`config.mk`:
```
export PLATFORM = sky130hd
export DESIGN_NAME = ws2812_encoder
export DESIGN_NICKNAME = d
export VERILOG_FILES = /design/src/rtl/ws2812_encoder.sv
export SDC_FILE = /design/constraint.sdc
export NUM_CORES = 1
export LEC_CHECK = 0
export CAP_MARGIN = 20
export CELL_PAD_IN_SITES_DETAIL_PLACEMENT = 1
export CELL_PAD_IN_SITES_GLOBAL_PLACEMENT = 2
export CORE_ASPECT_RATIO = 0.6
export CORE_UTILIZATION = 25
export DETAILED_ROUTE_END_ITERATION = 7
export PLACE_DENSITY_LB_ADDON = 0.1
export REMOVE_ABC_BUFFERS = 1
export SLEW_MARGIN = 20
export SYNTH_ARGS = -nofsm -noshare
export SYNTH_HDL_FRONTEND = slang
export SYNTH_SLANG_ARGS = --single-unit
```
`constraint.sdc`:
```
create_clock -name clock_12mhz -period 2.45 [get_ports clock_12mhz]
set_clock_uncertainty 0.05 [all_clocks]
set_input_delay 0.245 -clock clock_12mhz [delete_from_list [all_inputs] [get_ports clock_12mhz]]
set_output_delay 0.245 -clock clock_12mhz [all_outputs]
set_load 0.03 [all_outputs]
```
`src/rtl/ws2812_encoder.sv`:
```
// WS2812 serial encoder: fetches one 24-bit GRB word per request and shapes it into
// 1.25 us bit cells; a frame-end request holds the line low for the latch period.
module ws2812_encoder #(
  parameter int BIT_CYCLES   = 15,
  parameter int T0H_CYCLES   = 4,
  parameter int T1H_CYCLES   = 8,
  parameter int LATCH_CYCLES = 3600
) (
  input  logic        clock_12mhz,
  input  logic        reset_n,
  input  logic        led_selected,
  input  logic [7:0]  led_counter,
  input  logic        done,
  output logic [7:0]  pixel_address,
  output logic        pixel_read,
  input  logic [23:0] pixel_data,
  output logic        led_data_out,
  output logic        encoder_finished,
  output logic        busy,
  output logic        overrun
);

  localparam logic [11:0] BIT_LAST   = 12'(BIT_CYCLES - 1);
  localparam logic [11:0] LATCH_LAST = 12'(LATCH_CYCLES - 1);
  localparam logic [11:0] T0H        = 12'(T0H_CYCLES);
  localparam logic [11:0] T1H        = 12'(T1H_CYCLES);

  typedef enum logic [2:0] {
    S_IDLE, S_FETCH, S_LOAD, S_SHIFT, S_FINISH, S_LATCH
  } state_t;

  state_t      state_q, state_d;
  logic        pend_valid_q, pend_valid_d;
  logic [7:0]  pend_index_q, pend_index_d;
  logic        latch_pend_q, latch_pend_d;
  logic [23:0] shift_q, shift_d;
  logic [4:0]  bit_q, bit_d;
  logic [11:0] cycle_q, cycle_d;
  logic [7:0]  addr_q, addr_d;
  logic        read_q, read_d;
  logic        led_q, led_d;
  logic        fin_q, fin_d;
  logic        busy_q, busy_d;
  logic        overrun_q, overrun_d;
  logic        bypass;
  logic [11:0] high_len;

  assign high_len = shift_q[bit_q] ? T1H : T0H;

  always_comb begin
    state_d      = state_q;
    pend_valid_d = pend_valid_q;
    pend_index_d = pend_index_q;
    latch_pend_d = latch_pend_q;
    shift_d      = shift_q;
    bit_d        = bit_q;
    cycle_d      = cycle_q;
    addr_d       = addr_q;
    overrun_d    = overrun_q;
    read_d       = 1'b0;
    led_d        = 1'b0;
    fin_d        = 1'b0;
    bypass       = 1'b0;

    case (state_q)
      S_IDLE: begin
        if (pend_valid_q) begin
          state_d      = S_FETCH;
          addr_d       = pend_index_q;
          read_d       = 1'b1;
          pend_valid_d = 1'b0;
        end else if (led_selected) begin
          // Straight to FETCH so the first edge appears three cycles after the request.
          state_d = S_FETCH;
          addr_d  = led_counter;
          read_d  = 1'b1;
          bypass  = 1'b1;
        end else if (latch_pend_q) begin
          state_d      = S_LATCH;
          latch_pend_d = 1'b0;
          cycle_d      = 12'd0;
        end
      end
      S_FETCH: state_d = S_LOAD;
      S_LOAD: begin
        state_d = S_SHIFT;
        shift_d = pixel_data;
        bit_d   = 5'd23;
        cycle_d = 12'd0;
        led_d   = 1'b1;
      end
      S_SHIFT: begin
        if (cycle_q == BIT_LAST) begin
          cycle_d = 12'd0;
          if (bit_q == 5'd0) begin
            state_d = S_FINISH;
            fin_d   = 1'b1;
          end else begin
            bit_d = bit_q - 5'd1;
            led_d = 1'b1;  // every bit cell opens high
          end
        end else begin
          cycle_d = cycle_q + 12'd1;
          led_d   = (cycle_q + 12'd1) < high_len;
        end
      end
      S_FINISH: state_d = S_IDLE;
      S_LATCH: begin
        if (cycle_q == LATCH_LAST) begin
          state_d = S_IDLE;
          cycle_d = 12'd0;
        end else begin
          cycle_d = cycle_q + 12'd1;
        end
      end
      default: state_d = S_IDLE;
    endcase

    // One-entry slot; IDLE frees it in the same cycle it is consumed.
    if (led_selected && !bypass) begin
      if (pend_valid_d) begin
        overrun_d = 1'b1;
      end else begin
        pend_valid_d = 1'b1;
        pend_index_d = led_counter;
      end
    end
    if (done) latch_pend_d = 1'b1;

    busy_d = (state_d != S_IDLE);
  end

  always_ff @(posedge clock_12mhz or negedge reset_n) begin
    if (!reset_n) begin
      state_q      <= S_IDLE;
      pend_valid_q <= 1'b0;
      pend_index_q <= 8'd0;
      latch_pend_q <= 1'b0;
      shift_q      <= 24'd0;
      bit_q        <= 5'd0;
      cycle_q      <= 12'd0;
      addr_q       <= 8'd0;
      read_q       <= 1'b0;
      led_q        <= 1'b0;
      fin_q        <= 1'b0;
      busy_q       <= 1'b0;
      overrun_q    <= 1'b0;
    end else begin
      state_q      <= state_d;
      pend_valid_q <= pend_valid_d;
      pend_index_q <= pend_index_d;
      latch_pend_q <= latch_pend_d;
      shift_q      <= shift_d;
      bit_q        <= bit_d;
      cycle_q      <= cycle_d;
      addr_q       <= addr_d;
      read_q       <= read_d;
      led_q        <= led_d;
      fin_q        <= fin_d;
      busy_q       <= busy_d;
      overrun_q    <= overrun_d;
    end
  end

  assign pixel_address    = addr_q;
  assign pixel_read       = read_q;
  assign led_data_out     = led_q;
  assign encoder_finished = fin_q;
  assign busy             = busy_q;
  assign overrun          = overrun_q;

endmodule

```
==> run metrics <==
# rows 32; Hold-fix buffers, CTS 0; run status finished, violations left; post-synthesis sequential area ratio 0.499; Post-synth EDFFs 0; fmax a little under 400 MHz; core box area around 13,000 µm²; Setup Viol. Count Final 1; CP peak stage delay between 0.5 and 0.6 ns; Clock Tree Root clkbuf_16; Syn Area/Cell between 10 and 15 µm²; max-cap violation count 0; Fin Hold WS -0.0352 ns; fin crit period 2.60 ns; critical path's top delay family compound AO/OA/AOI/OAI gates; TritonCTS clock tree built; Vias/cell about 4.7; worst relative slew slack 0.429; ys async rst share 1.00; detailed router's first-iteration violation count around 70; hold crit path type primary input to asynchronous set/reset pin; Critical Path RT between 2 and 3 ns; most frequent cells in the layout 66 x dfrtp_1, 47 x clkdlybuf4s50_1, 37 x buf_4; DP Wirelength 6650 µm; leak pwr 2.11 nW; Antenna Cells 0; GR Overflow Total 0; share of layout cells above drive strength 1 0.302; Slew @ Worst Pin roughly 0.86 ns; Slew Viols, Final 0; crit path cell chain mux4_2, o21ai_2, a21oi_2, nor4_2, ha_1, a2111oi_2, and3_1, a41o_1; register bit total from synthesis 67; routability cong. 0.775; area of the mapped netlist 3360 µm²; Layout area overhead 41.2%; Syn. warnings 0; first-pass GRT wire length 15,400 µm; Yosys cell types 50; Gate Count Post-Synth 300; CP Class flop to flop; post-route ant nets 0; number of top-level pins 49; area occupied by multi-input gates 1630 µm²; drc violations 0; slowest cell on the critical path mux4_2; Fin. Hold Viols 34; Sequential Area between 1500 and 2000 µm²; final worst slack -0.152 ns; WP buf/inv 0; CTS H-Tree Depth 3; DR WL/cell ~16 µm; Worst Setup End Kind flop; CTS buffer count 9; Max VDD drop 368 µV; vias in the first global route roughly 2,900; commonest non-fill, non-tap cell in the layout dfrtp_1; DIE AREA between 10,000 and 15,000 µm²; GRT Util Overall 0.147; crit path DAT 2.82 ns; Worst-path clk slew roughly 0.060 ns; Clock Sinks 67; Total Routed Length just over 9000 µm; crit start category flop; Buffers on Ports 48; final layout net count 423; Pwr Density 610 nW/µm²; pin count of the biggest net entering global routing 38; DR vias ~2,600; Longest Clk Path Bufs 2; Die Y between 90 and 100 µm; Filler cells about 1,400; RSZ-0062 raised after global routing yes; CP Max Fanout 3; initial core utilization 0.259; Area after DPL about 4300 µm²; ys flop type dfrtp_1; cell area after layout roughly 4700 µm²; clock latency on the worst-skew pair between 0.3 and 0.4 ns; drt pass-1 iters 4; initial antenna violation count 0; period utilization 1.06; die width approximately 150 µm; failing checks negative hold slack, negative setup slack
## cell usage after synthesis, drive strengths merged, types with 2 or more instances
master	count	area, µm²
dfrtp	67	1680
xnor2	6	52.6
a21o	2	15.0
or3	2	12.5
or4	3	26.3
o21ai	9	45.0
clkbuf	13	48.8
xor2	2	17.5
nor4	4	40.0
mux4	5	113
o31ai	3	22.5
nor2b	3	18.8
inv	13	48.8
mux2	35	394
nor2	23	86.3
nor4b	3	26.3
and3	5	31.3
ha	5	62.6
nand2	13	48.8
buf	4	18.8
mux2i	12	120
a22o	2	17.5
a21oi	23	119
nand3	11	55.1
nand2b	4	25.0
nor3	4	20.0
nand4	2	12.5
nand3b	2	15.0
a31o	2	17.5
o22ai	2	12.5
## registers in the layout, indices dropped and copies added, names as in the netlist, 3 cells and up
signal         flops
bit_q              5
state_q            3
shift_q           24
pend_index_q       8
cycle_q           12
pixel_address      8
## power breakdown
part	switching (mW)	internal, mW
clock network	0.495	1.10
logic	0.0668	0.0885
registers	0.0115	1.13
## worst register-to-register path: cells and delay by family (launching register included)
family,cells,cell delay [ns]
flops,1,0.40
compound gates,4,0.76
mux,1,0.52
simple gates,2,0.52
fa+ha+maj,1,0.30
## cell families (layout without fill, tap and decap cells)
| group | after synthesis | count (layout) | share of synthesized area |
|---|---|---|---|
| simple gates | 84 | 84 | 0.137 |
| fa+ha+maj | 6 | 6 | 0.0216 |
| flops | 67 | 67 | 0.499 |
| xor+xnor | 8 | 8 | 0.0209 |
| compound gates | 53 | 53 | 0.0999 |
| buf+inv | 30 | 117 | 0.0346 |
| mux | 52 | 52 | 0.187 |
## cell type report
type,count,area share
Multi-Input combinational cell,203,0.343
Tap cell,170,0.0449
Sequential cell,67,0.354
Clock inverter,6,0.0290
Inverter,13,0.0111
Clock buffer,10,0.0483
Timing Repair Buffer,88,0.170
## stage by stage
step | std cells | worst slack, ns | utilization | power [mW] | setup TNS [ns]
after global routing | 557 | -0.245 | 0.365 | 3.01 | -0.317
final | 557 | -0.152 | 0.365 | 2.89 | -0.152
after floorplan | 283 | -0.237 | - | 1.21 | -0.237
after global placement | 536 | -0.279 | 0.329 | 1.32 | -0.279
after detailed placement | 536 | -0.377 | 0.329 | 1.32 | -0.377
after CTS | 554 | -0.213 | 0.362 | 2.95 | -0.213
## repair_timing
item,4_1_cts,5_1_grt
pin swaps,5,0
hold endpoints to repair,0,0
setup buffers,2,3
setup endpoints to repair,2,14
resized for setup,12,7
## worst paths after layout
check,depth (start not counted),endpoint,slack [ns],from
max in group asynchronous,2,cycle_q[6],1.68,reset_n
max,8,led_data_out,-0.15,bit_q[0]
min in group clock_12mhz,2,latch_pend_q,0.44,done
max reg2reg,8,led_data_out,-0.15,bit_q[0]
min,1,shift_q[5],-0.04,reset_n
min reg2reg,1,overrun,0.45,overrun
## routing by layer
layer,vias up,GRT usage,part of all wire,wire length [µm]
met5,-,0,0,0
met4,0,0.0470,0.012,112
met3,8,0.0443,0.048,439
met2,46,0.203,0.41,3680
met1,1300,0.216,0.53,4840
li1,1256,-,-,-
(Power assumes the default switching activity.)
